==> config.mk <==
export PLATFORM = sky130hd
export DESIGN_NAME = fifo_wr_arbiter
export DESIGN_NICKNAME = d
export VERILOG_FILES = /design/src/rtl/fifo_wr_arbiter_pkg.sv /design/src/rtl/fifo_wr_arbiter_rr.sv /design/src/rtl/fifo_wr_arbiter.sv
export SDC_FILE = /design/constraint.sdc
export NUM_CORES = 1
export LEC_CHECK = 0
export CORE_ASPECT_RATIO = 0.9
export CORE_UTILIZATION = 34
export DETAILED_ROUTE_END_ITERATION = 7
export PLACE_DENSITY = 0.66
export SETUP_SLACK_MARGIN = 0.15
export SYNTH_ARGS = -nofsm -noshare
export SYNTH_HDL_FRONTEND = slang
export SYNTH_SLANG_ARGS = --single-unit
==> constraint.sdc <==
create_clock -name CLK -period 5.4 [get_ports CLK]
set_input_delay 0.54 -clock CLK [delete_from_list [all_inputs] [get_ports CLK]]
set_output_delay 0.54 -clock CLK [all_outputs]
set_load 0.02 [all_outputs]
==> src/rtl/fifo_wr_arbiter_pkg.sv <==
`default_nettype none
// ============================================================================
// Module  : fifo_wr_arbiter_pkg
// Purpose : Shared types and constants for the TX-FIFO write-port arbiter.
//           - FSM state encoding (IDLE / SEND / WAIT)
//           - Conventional requester slot assignments
//           - Default parameter values and an index-width helper
// Revision: 1.0 - initial release
// ============================================================================
package fifo_wr_arbiter_pkg;

  // FSM states of the write-port arbiter.
  typedef enum logic [1:0] {
    ST_IDLE = 2'd0,
    ST_SEND = 2'd1,
    ST_WAIT = 2'd2
  } state_e;

  // Conventional requester slots in the system controller.
  localparam int REQ_REGF   = 0;  // register-file read data
  localparam int REQ_ALU    = 1;  // 16-bit ALU result
  localparam int REQ_STATUS = 2;  // status / error byte

  localparam int DEFAULT_NUM_REQ        = REQ_STATUS + 1;
  localparam int DEFAULT_TIMEOUT_CYCLES = 255;

  // Width of an index able to address n requesters (at least 1 bit).
  function automatic int idx_width(input int n);
    return (n > 1) ? $clog2(n) : 1;
  endfunction

endpackage
`default_nettype wire

==> src/rtl/fifo_wr_arbiter_rr.sv <==
`default_nettype none
// ============================================================================
// Module  : rr_arbiter
// Purpose : Purely combinational round-robin pick. The winner is the first
//           asserted request at or after ptr_i, wrapping modulo NUM_REQ.
// Ports   :
//   req_i   [NUM_REQ] request vector
//   ptr_i   [IDX_W]   round-robin start index (must be < NUM_REQ)
//   gnt_o   [NUM_REQ] one-hot winner (all zero when no request)
//   idx_o   [IDX_W]   binary index of the winner (0 when no request)
//   valid_o           at least one request asserted
// Revision: 1.0 - initial release
// ============================================================================
module rr_arbiter
  import fifo_wr_arbiter_pkg::*;
#(
  parameter int NUM_REQ = DEFAULT_NUM_REQ,
  parameter int IDX_W   = idx_width(NUM_REQ)
) (
  input  logic [NUM_REQ-1:0] req_i,
  input  logic [IDX_W-1:0]   ptr_i,
  output logic [NUM_REQ-1:0] gnt_o,
  output logic [IDX_W-1:0]   idx_o,
  output logic               valid_o
);

  // One extra bit so ptr + offset cannot overflow before the wrap.
  logic [IDX_W:0] cand;

  always_comb begin
    gnt_o   = '0;
    idx_o   = '0;
    valid_o = 1'b0;
    cand    = '0;
    for (int k = 0; k < NUM_REQ; k++) begin
      cand = {1'b0, ptr_i} + (IDX_W + 1)'(k);
      if (cand >= (IDX_W + 1)'(NUM_REQ)) begin
        cand = cand - (IDX_W + 1)'(NUM_REQ);
      end
      if (!valid_o && req_i[cand[IDX_W-1:0]]) begin
        valid_o                = 1'b1;
        idx_o                  = cand[IDX_W-1:0];
        gnt_o[cand[IDX_W-1:0]] = 1'b1;
      end
    end
  end

endmodule
`default_nettype wire

==> src/rtl/fifo_wr_arbiter.sv <==
`default_nettype none
// ============================================================================
// Module  : fifo_wr_arbiter
// Purpose : Shares the single TX-FIFO write port among NUM_REQ response
//           sources (REF_CLK domain). Round-robin arbitration; each winner's
//           1- or 2-byte response is written LSB first and atomically,
//           honouring FIFO_FULL backpressure. A gap cycle (WAIT) follows
//           every write so FIFO_FULL and the requester's REQ can settle.
// Ports   :
//   CLK, RST          clock, synchronous active-high reset
//   REQ[N]            per-source request, held until GNT
//   REQ_DATA[N*2*DW]  per-source response, slice i = [i*2*DW +: 2*DW]
//   REQ_TWO_BYTE[N]   1 = send both bytes, 0 = low byte only
//   GNT[N]            one-hot pulse on the final byte's write cycle
//   FIFO_FULL         write-side full flag
//   WR_DATA_FIFO[DW]  byte presented to the FIFO
//   WR_INC_FIFO       write strobe (one byte per high cycle)
//   BUSY              FSM not in IDLE
//   ERR_TIMEOUT       stall-abort pulse (constant 0 unless the option is built)
// Option  : `define FIFO_WR_ARB_TIMEOUT_EN builds a full-stall timeout that
//           aborts the current response after TIMEOUT_CYCLES stalled cycles.
// Revision: 1.0 - initial release
// ============================================================================
module fifo_wr_arbiter
  import fifo_wr_arbiter_pkg::*;
#(
  parameter int NUM_REQ        = DEFAULT_NUM_REQ,
  parameter int DATA_WIDTH     = 8,
  parameter int TIMEOUT_CYCLES = DEFAULT_TIMEOUT_CYCLES
) (
  input  logic                        CLK,
  input  logic                        RST,
  input  logic [NUM_REQ-1:0]          REQ,
  input  logic [NUM_REQ*2*DATA_WIDTH-1:0] REQ_DATA,
  input  logic [NUM_REQ-1:0]          REQ_TWO_BYTE,
  output logic [NUM_REQ-1:0]          GNT,
  input  logic                        FIFO_FULL,
  output logic [DATA_WIDTH-1:0]       WR_DATA_FIFO,
  output logic                        WR_INC_FIFO,
  output logic                        BUSY,
  output logic                        ERR_TIMEOUT
);

  localparam int IDX_W   = idx_width(NUM_REQ);
  localparam int SLICE_W = 2 * DATA_WIDTH;

  // --------------------------------------------------------------------------
  // State
  // --------------------------------------------------------------------------
  state_e                state_q,   state_d;
  logic [IDX_W-1:0]      rr_ptr_q,  rr_ptr_d;
  logic [IDX_W-1:0]      winner_q,  winner_d;
  logic [SLICE_W-1:0]    data_q,    data_d;
  logic                  two_q,     two_d;
  logic                  bidx_q,    bidx_d;
  logic [DATA_WIDTH-1:0] wr_data_q, wr_data_d;

  // --------------------------------------------------------------------------
  // Round-robin pick and winner's response selection
  // --------------------------------------------------------------------------
  logic [NUM_REQ-1:0] w_pick_oh;
  logic [IDX_W-1:0]   w_pick_idx;
  logic               w_pick_valid;
  logic [SLICE_W-1:0] w_sel_data;
  logic               w_sel_two;

  rr_arbiter #(
    .NUM_REQ (NUM_REQ),
    .IDX_W   (IDX_W)
  ) u_rr_arbiter (
    .req_i   (REQ),
    .ptr_i   (rr_ptr_q),
    .gnt_o   (w_pick_oh),
    .idx_o   (w_pick_idx),
    .valid_o (w_pick_valid)
  );

  // AND-OR mux on the one-hot pick avoids a variable-base part select.
  always_comb begin
    w_sel_data = '0;
    w_sel_two  = 1'b0;
    for (int i = 0; i < NUM_REQ; i++) begin
      if (w_pick_oh[i]) begin
        w_sel_data = w_sel_data | REQ_DATA[i*SLICE_W +: SLICE_W];
        w_sel_two  = w_sel_two  | REQ_TWO_BYTE[i];
      end
    end
  end

  // --------------------------------------------------------------------------
  // Write / grant qualifiers
  // --------------------------------------------------------------------------
  logic w_write;     // byte accepted by the FIFO this cycle
  logic w_last;      // current byte is the final one of the response
  logic w_timeout;   // stall limit reached this cycle
  logic w_fire;      // GNT pulse to the winner this cycle

  assign w_write = (state_q == ST_SEND) && !FIFO_FULL;
  assign w_last  = bidx_q || !two_q;
  assign w_fire  = (w_write && w_last) || w_timeout;

`ifdef FIFO_WR_ARB_TIMEOUT_EN
  localparam int TMO_W = $clog2(TIMEOUT_CYCLES + 1);

  logic [TMO_W-1:0] stall_cnt_q, stall_cnt_d;

  // Count value k-1 on stall cycle k, so the abort lands on stall cycle
  // TIMEOUT_CYCLES itself.
  assign w_timeout = (state_q == ST_SEND) && FIFO_FULL &&
                     (stall_cnt_q == TMO_W'(TIMEOUT_CYCLES - 1));

  // Any write or leaving SEND returns the counter to zero.
  always_comb begin
    stall_cnt_d = '0;
    if ((state_q == ST_SEND) && FIFO_FULL && !w_timeout) begin
      stall_cnt_d = (stall_cnt_q == '1) ? stall_cnt_q : stall_cnt_q + 1'b1;
    end
  end

  always_ff @(posedge CLK) begin
    if (RST) begin
      stall_cnt_q <= '0;
    end else begin
      stall_cnt_q <= stall_cnt_d;
    end
  end

  assign ERR_TIMEOUT = w_timeout && !RST;
`else
  // The stall limit only matters when the timeout is built in.
  logic [31:0] tmo_cycles_unused;
  assign tmo_cycles_unused = 32'(TIMEOUT_CYCLES);

  assign w_timeout   = 1'b0;
  assign ERR_TIMEOUT = 1'b0;
`endif

  // --------------------------------------------------------------------------
  // Next-state logic
  // --------------------------------------------------------------------------
  always_comb begin
    state_d   = state_q;
    rr_ptr_d  = rr_ptr_q;
    winner_d  = winner_q;
    data_d    = data_q;
    two_d     = two_q;
    bidx_d    = bidx_q;
    wr_data_d = wr_data_q;

    case (state_q)
      ST_IDLE: begin
        wr_data_d = '0;
        if (w_pick_valid) begin
          winner_d  = w_pick_idx;
          data_d    = w_sel_data;
          two_d     = w_sel_two;
          bidx_d    = 1'b0;
          // Low byte is registered now so it is stable for the whole SEND.
          wr_data_d = w_sel_data[DATA_WIDTH-1:0];
          state_d   = ST_SEND;
        end
      end

      ST_SEND: begin
        if (w_write) begin
          state_d = ST_WAIT;
        end else if (w_timeout) begin
          // Abort: clearing two-byte mode makes WAIT treat the response as
          // finished, so any remaining byte is dropped.
          two_d   = 1'b0;
          state_d = ST_WAIT;
        end
      end

      ST_WAIT: begin
        if (two_q && !bidx_q) begin
          bidx_d    = 1'b1;
          wr_data_d = data_q[SLICE_W-1:DATA_WIDTH];
          state_d   = ST_SEND;
        end else begin
          rr_ptr_d  = (winner_q == IDX_W'(NUM_REQ - 1)) ? '0 : winner_q + 1'b1;
          wr_data_d = '0;
          state_d   = ST_IDLE;
        end
      end

      default: begin
        wr_data_d = '0;
        state_d   = ST_IDLE;
      end
    endcase
  end

  always_ff @(posedge CLK) begin
    if (RST) begin
      state_q   <= ST_IDLE;
      rr_ptr_q  <= '0;
      winner_q  <= '0;
      data_q    <= '0;
      two_q     <= 1'b0;
      bidx_q    <= 1'b0;
      wr_data_q <= '0;
    end else begin
      state_q   <= state_d;
      rr_ptr_q  <= rr_ptr_d;
      winner_q  <= winner_d;
      data_q    <= data_d;
      two_q     <= two_d;
      bidx_q    <= bidx_d;
      wr_data_q <= wr_data_d;
    end
  end

  // --------------------------------------------------------------------------
  // Outputs - forced to zero while reset is asserted so an interrupted
  // transaction can never emit a write or grant in the reset cycle.
  // --------------------------------------------------------------------------
  always_comb begin
    GNT = '0;
    for (int i = 0; i < NUM_REQ; i++) begin
      GNT[i] = w_fire && !RST && (winner_q == IDX_W'(i));
    end
  end

  assign WR_INC_FIFO  = w_write && !RST;
  assign WR_DATA_FIFO = RST ? '0 : wr_data_q;
  assign BUSY         = (state_q != ST_IDLE) && !RST;

endmodule
`default_nettype wire

==> results.py, run 1 <==
metrics = {
    "run_status": {
        "status": "finished, final reports clean",
    },
    "yosys": {
        "synth_top_cell_area_share_pct": 27.97,
        "ys_top_cells_by_count": "24 x dfxtp_1, 23 x nor2b_1, 12 x nand2_1",
        "syn_inst": 205,
        "avgSynthCellArea_um2": 8.380,
        "async_reset_ff_share_pct": 0,
        "synth_edf_count": 0,
        "ys_seq_elements": 24,
        "synth_largest_area_cell": "dfxtp_1",
        "ys.warnings.count": 0,
        "synth_area_um2": 1718,
        "synth_nets": 266,
        "synth_ff_type": "dfxtp_1",
        "ys_top_cells_by_area": "dfxtp_1 28%, nor2b_1 8.4%, a311oi_1 5.1%, a221o_1 4.7%, o211ai_1 4.4%",
        "yosys.cell_types.count": 43,
        "yosysMostFrequentCell": "dfxtp_1",
        "ys_seq_area_share_pct": 27.97,
    },
    "cells_and_area": {
        "antenna_cells": 0,
        "final_core_util_pct": 50.54,
        "fillers": 493,
        "area_growth_pct": 43.12,
        "drive_above_1_share_pct": 6.061,
        "finalNetCount": 326,
    },
    "worst_hold_path": {
        "min_from": "bidx_q$_SDFFE_PP0P_",
        "hold_depth": 1,
        "min_path_type": "reg -> reg",
    },
    "placement": {
        "place_congestion": 0.8040,
        "pre_cts_ws_ps": 2339,
        "place_hpwl_um": 3617,
        "numPortBuffers": 69,
    },
    "sta": {
        "worst_slack_ps": 2198,
        "hold_slack_ps": 487.0,
        "fin_setup_tns_ps": 0,
        "fin_crit_sh_pct": 59.30,
        "rsz0062_at_grt": "false",
        "slew_violations": 0,
        "period_needed_ps": 3202,
        "slew_headroom_pct": 20.34,
        "tightest_slew_ps": 1186,
        "final-hold-violation-count": 0,
        "setup_violations": 0,
        "max_freq_mhz": 312.3,
        "fin_skew_ps": 2.588,
    },
    "cts": {
        "cts_resized": 0,
        "postCtsHoldBufs": 0,
        "cts_sinks": 24,
        "cts_tree": "yes",
        "h-tree-depth": 1,
        "cts_buffer_depth": 2,
        "cts-root-buf": "clkbuf_8",
        "numCtsBuffers": 3,
        "clkTransAtPathRegs_ps": 90,
        "clkLatencyLatePin_ps": 270,
        "postCtsSetupRepairBufs": 0,
    },
    "route": {
        "routedWlPerCell_um": 15.23,
        "wl_um": 5010,
        "drcViolationCount": 0,
        "drtIter0Drc": 96,
        "vias": 1772,
        "antenna_left": 0,
        "viasPerCell": 5.386,
        "drtPass1Iterations": 4,
    },
    "floorplanning": {
        "initial_core_util_pct": 35.31,
        "fp.dieArea_um2": 5341,
        "coreArea_um2": 4865,
        "die_w_um": 76.93,
        "chipHeight_um": 69.44,
        "rows": 24,
        "io_pins": 71,
    },
    "setup_path": {
        "crit_start": "state_q[0]$_SDFFE_PP0P_",
        "cp-end-kind": "output port",
        "crit_path_cell_trace": "nor2b_1 -> nor3b_1 -> nand2_1 -> nor3b_1 -> clkdlybuf4s50_1",
        "rr_worst_depth": 7,
        "cp.required_ps": 4860,
        "worstSetupPathType": "reg -> out",
        "cp.arrival_ps": 2660,
        "crit_top_cell": "nor3b_1",
        "slowest_stage": "nor2b_1",
        "cp-start-kind": "flip-flop",
        "rr_startpoint": "rr_ptr_q[1]$_SDFFE_PP0P_",
        "cp_max_fo": 11,
        "worst_path_largest_cell_delay_ps": 660,
    },
    "power": {
        "leakage_nw": 0.8469,
        "power_switching_w": 0.0001633,
        "intPower_w": 0.0003663,
        "pwr-share-seq_pct": 40.2,
        "clkPwrFrac_pct": 23.7,
        "power_density_nw_per_um2": 215.4,
        "p_sw_share_pct": 30.83,
        "comb_power_share_pct": 36.1,
        "peakVddDrop_mv": 0.1063,
    },
    "job": {
        "cap_violations": 0,
    },
    "global_route": {
        "grt-busiest-layer": "met2",
        "gr-usage-met2_pct": 29.17,
        "track_usage_pct": 19.20,
        "grt_pass1_vias": 1708,
        "gr-usage-met1_pct": 28.98,
        "met3_usage_pct": 1.842,
        "grt_max_degree": 29,
        "grt.overflow.total": 0,
        "antenna_found_initial": 0,
        "grt_pass1_wl_um": 8376,
    },
}
[flip-flops by register name (all words and copies together) (netlist names)]
register   flops
data_q         8
wr_data_q      8
rr_ptr_q       2
state_q        2
winner_q       2
bidx_q         1
two_q          1
[routing by layer]
metal	share of wire (%)	vias to the layer above
met5	0	-
met4	0.16	0
met3	6.0	2
met2	43	66
met1	51	804
li1	-	900
[final timing paths]
path / to / slack, ps
worst max-delay path: GNT[2] / 2200
worst min register to register: bidx_q$_SDFFE_PP0P_ / 490
worst max register to register: wr_data_q[7]$_SDFFE_PP0P_ / 2580
worst min-delay path: bidx_q$_SDFFE_PP0P_ / 490
[power groups by stage]
stage	registers (W)	logic, W	clock network, W
final	0.000213	0.000191	0.000126
after global routing	0.000216	0.000210	0.000137
after CTS	0.000213	0.000191	0.000127
after detailed placement	0.000216	0.000191	0
after global placement	0.000216	0.000190	0
after floorplan	0.000213	0.000116	0
[metrics by stage]
| step | instance area, um2 | instances | total power, W |
|---|---|---|---|
| final | 2459 | 329 | 0.0005296 |
| after global routing | 2459 | 329 | 0.0005627 |
| after CTS | 2459 | 329 | 0.0005305 |
| after global placement | 2404 | 325 | 0.0004063 |
| after detailed placement | 2404 | 325 | 0.0004072 |
| after floorplan | 1718 | 205 | 0.0003290 |
[final cells by class]
type	instances	area [um2]	area share, %
clock buffers	4	55.05	2.239
inverters	3	11.26	0.4580
multi-input cells	161	1117	45.45
flip-flops and latches	24	480.5	19.54
well taps	65	81.33	3.308
repair buffers	72	713.2	29.01
[cells by family (layout without fill, tap and decap cells)]
logic type	after synthesis	after routing	share of synthesized area, %
adders and majority gates	4	4	2.913
AOI/OAI and AO/OA	73	73	32.34
muxes	7	7	4.152
DFF	24	24	27.97
and+or+nand+nor	76	76	25.42
other	1	1	0.2183
buffers and inverters	20	79	6.992
[cells in the final DEF, fill, tap and decap left out, types with 8 or more instances in the layout]
| master | netlist | layout |
|---|---|---|
| nand2_1 | 12 | 12 |
| a22oi_1 | 9 | 9 |
| a31oi_1 | 10 | 10 |
| nor2_1 | 8 | 8 |
| nand3_1 | 9 | 9 |
| o211ai_1 | 10 | 10 |
| a311oi_1 | 10 | 10 |
| a221o_1 | 8 | 8 |
| dfxtp_1 | 24 | 24 |
| clkdlybuf4s50_1 | 0 | 69 |
| o21ai_0 | 11 | 11 |
| nor2b_1 | 23 | 23 |
[worst max-delay path: cells and delay by family (launching register included)]
family | cells | cell delay, ps
AND/OR/NAND/NOR | 4 | 1350
flip-flops | 1 | 420
buffers and inverters | 1 | 630
Power figures use the tool's default switching activity.
==> run 2: changes to the inputs <==
--- a/config.mk
+++ b/config.mk
@@ -8,7 +8,7 @@
 export CORE_ASPECT_RATIO = 0.9
 export CORE_UTILIZATION = 34
 export DETAILED_ROUTE_END_ITERATION = 7
-export PLACE_DENSITY = 0.66
+export PLACE_DENSITY = 0.68
 export SETUP_SLACK_MARGIN = 0.15
 export SYNTH_ARGS = -nofsm -noshare
 export SYNTH_HDL_FRONTEND = slang
==> constraint.sdc (replaced) <==
create_clock -name CLK -period 2.8 [get_ports CLK]
set_input_delay 0.28 -clock CLK [delete_from_list [all_inputs] [get_ports CLK]]
set_output_delay 0.28 -clock CLK [all_outputs]
set_load 0.02 [all_outputs]
==> run 2 against run 1 <==
Clock skew grew 2.6 ps. Total power grew 110%. Setup slack lost 1800 ps. Clock-buffer cell count shrank 1. Design area grew 3.2%. Clock power grew 140%. Sequential power grew 93%. Critical path depth is the same. Combinational power grew 100%. Non-clock buffer count grew 8. Flip-flop and latch count is the same. First-iteration DRC count shrank 3.1%. Critical path type is now in -> out. Highest routed layer unchanged.
==> results.py, run 2 (synthesis results as in run 1) <==
metrics = {
    "cells_and_area": {
        "multiInputGateArea_um2": 1120,
        "layout_commonest_cell": "clkdlybuf4s50_1",
        "seq_area_um2": 480.5,
        "antenna_cells": 0,
        "finalNetCount": 334,
        "drive_above_1_share_pct": 9.191,
        "largestRegisters": "data_q (8), wr_data_q (8)",
        "final_core_util_pct": 52.16,
        "area_growth_pct": 47.71,
        "final_cell_mix": "69 x clkdlybuf4s50_1, 24 x dfxtp_1, 23 x nor2b_1",
        "fillers": 485,
    },
    "worst_hold_path": {
        "min_from": "bidx_q$_SDFFE_PP0P_",
        "min_path_type": "reg -> reg",
        "hold_depth": 1,
    },
    "sta": {
        "fin_setup_tns_ps": 0,
        "period_needed_ps": 2432,
        "rsz0062_at_grt": "false",
        "final-hold-violation-count": 0,
        "setup_violations": 0,
        "fin_skew_ps": 5.142,
        "max_freq_mhz": 411.1,
        "slew_headroom_pct": 27.74,
        "fin_crit_sh_pct": 86.86,
        "tightest_slew_ps": 1076,
        "slew_violations": 0,
    },
    "placement": {
        "place_hpwl_um": 4036,
        "numPortBuffers": 69,
        "place_congestion": 0.8011,
    },
    "global_route": {
        "antenna_found_initial": 0,
        "grt_max_degree": 18,
        "grt.overflow.total": 0,
        "grt_pass1_vias": 1836,
        "grt_pass1_wl_um": 8638,
        "track_usage_pct": 20.08,
    },
    "setup_path": {
        "path_depth": 5,
        "slowest_stage": "clkdlybuf4s50_1",
        "rr_startpoint": "rr_ptr_q[1]$_SDFFE_PP0P_",
        "cp_top_family": "buffers and inverters",
        "rr_worst_depth": 7,
        "worstSetupPathType": "in -> out",
        "cp.required_ps": 2520,
        "cp-end-kind": "output port",
        "crit_path_cell_trace": "clkdlybuf4s50_1 -> nor3b_1 -> nand2_1 -> nor3b_1 -> clkdlybuf4s50_1",
        "worst_path_largest_cell_delay_ps": 630,
        "cp-start-kind": "input port",
        "crit_start": "RST",
        "cp_max_fo": 8,
        "cp_num_buf_inv": 2,
        "cp.arrival_ps": 2150,
    },
    "route": {
        "routedWlPerCell_um": 15.58,
        "wl_um": 5251,
        "drtIter0Drc": 93,
        "antenna_left": 0,
        "drcViolationCount": 0,
        "vias": 1840,
        "viasPerCell": 5.460,
        "drtPass1Iterations": 4,
    },
    "cts": {
        "cts_buffer_depth": 2,
        "postCtsHoldBufs": 0,
        "cts_sinks": 24,
        "clkTransAtPathRegs_ps": 90,
        "cts_tree": "yes",
        "numCtsBuffers": 3,
        "h-tree-depth": 1,
        "cts-root-buf": "clkbuf_8",
        "clkLatencyLatePin_ps": 270,
    },
    "power": {
        "power_density_nw_per_um2": 435.6,
        "peakVddDrop_mv": 0.2429,
        "leakage_nw": 0.8915,
    },
    "run_status": {
        "status": "finished, final reports clean",
    },
    "floorplanning": {
        "chipHeight_um": 69.44,
        "die_w_um": 76.93,
        "fp.dieArea_um2": 5341,
        "rows": 24,
        "coreArea_um2": 4865,
        "initial_core_util_pct": 35.31,
        "io_pins": 71,
    },
    "job": {
        "cap_violations": 0,
    },
}
## run 2: cell types whose count changed in the layout (fill, tap and decap cells not counted)
cell / change
ha_1: -1
bufinv_16: +1
ha_2: +1
buf_4: +8
clkbuf_8: -1
## run 2: routing by layer
| layer | up-vias | GRT usage (%) | part of all wire, % |
|---|---|---|---|
| met1 | 850 | 28.05 | 47 |
| met4 | 0 | 4.915 | 0.72 |
| met2 | 73 | 32.24 | 44 |
| met5 | - | 0 | 0 |
| li1 | 913 | - | - |
| met3 | 4 | 3.026 | 7.9 |
## run 2: timing repair
action / in CTS / in global routing
setup endpoints to repair: 0 / 7
resized for setup: 0 / 1
buffers inserted: 0 / 0
## run 2: path summary, 6_finish.rpt
| path | slack [ps] | end |
|---|---|---|
| max | 370 | GNT[2] |
| min | 510 | bidx_q$_SDFFE_PP0P_ |
| max reg2reg | 380 | wr_data_q[6]$_SDFFE_PP0P_ |
| min reg2reg | 510 | bidx_q$_SDFFE_PP0P_ |
## run 2: area by class of cell
type                    count  area share (%)
clock inverters             1           1.183
well taps                  65           3.205
clock buffers               3           1.627
multi-input cells         161           44.13
repair buffers             80           30.47
flip-flops and latches     24           18.93
inverters                   3          0.4438
## run 2: stage by stage
stage,cell area (um2),setup WS [ps],instances,power [W],hold slack (ps)
after floorplan,1718,461.3,205,0.0006345,355.8
after global routing,2537,170.6,337,0.001169,539.4
after global placement,2464,316.6,333,0.0007999,466.3
final,2537,367.8,337,0.001105,505.0
after detailed placement,2464,290.4,333,0.0008039,492.1
after CTS,2535,303.4,337,0.001109,517.0
## run 2: report_power, final
| group | leakage [nW] | switching (W) | internal [W] | total [W] |
|---|---|---|---|---|
| clock network | 0.0357 | 0.000117 | 0.000191 | 0.000308 |
| logic | 0.658 | 0.000178 | 0.000208 | 0.000386 |
| registers | 0.198 | 0.0000252 | 0.000386 | 0.000411 |
| total | 0.892 | 0.000320 | 0.000786 | 0.00111 |
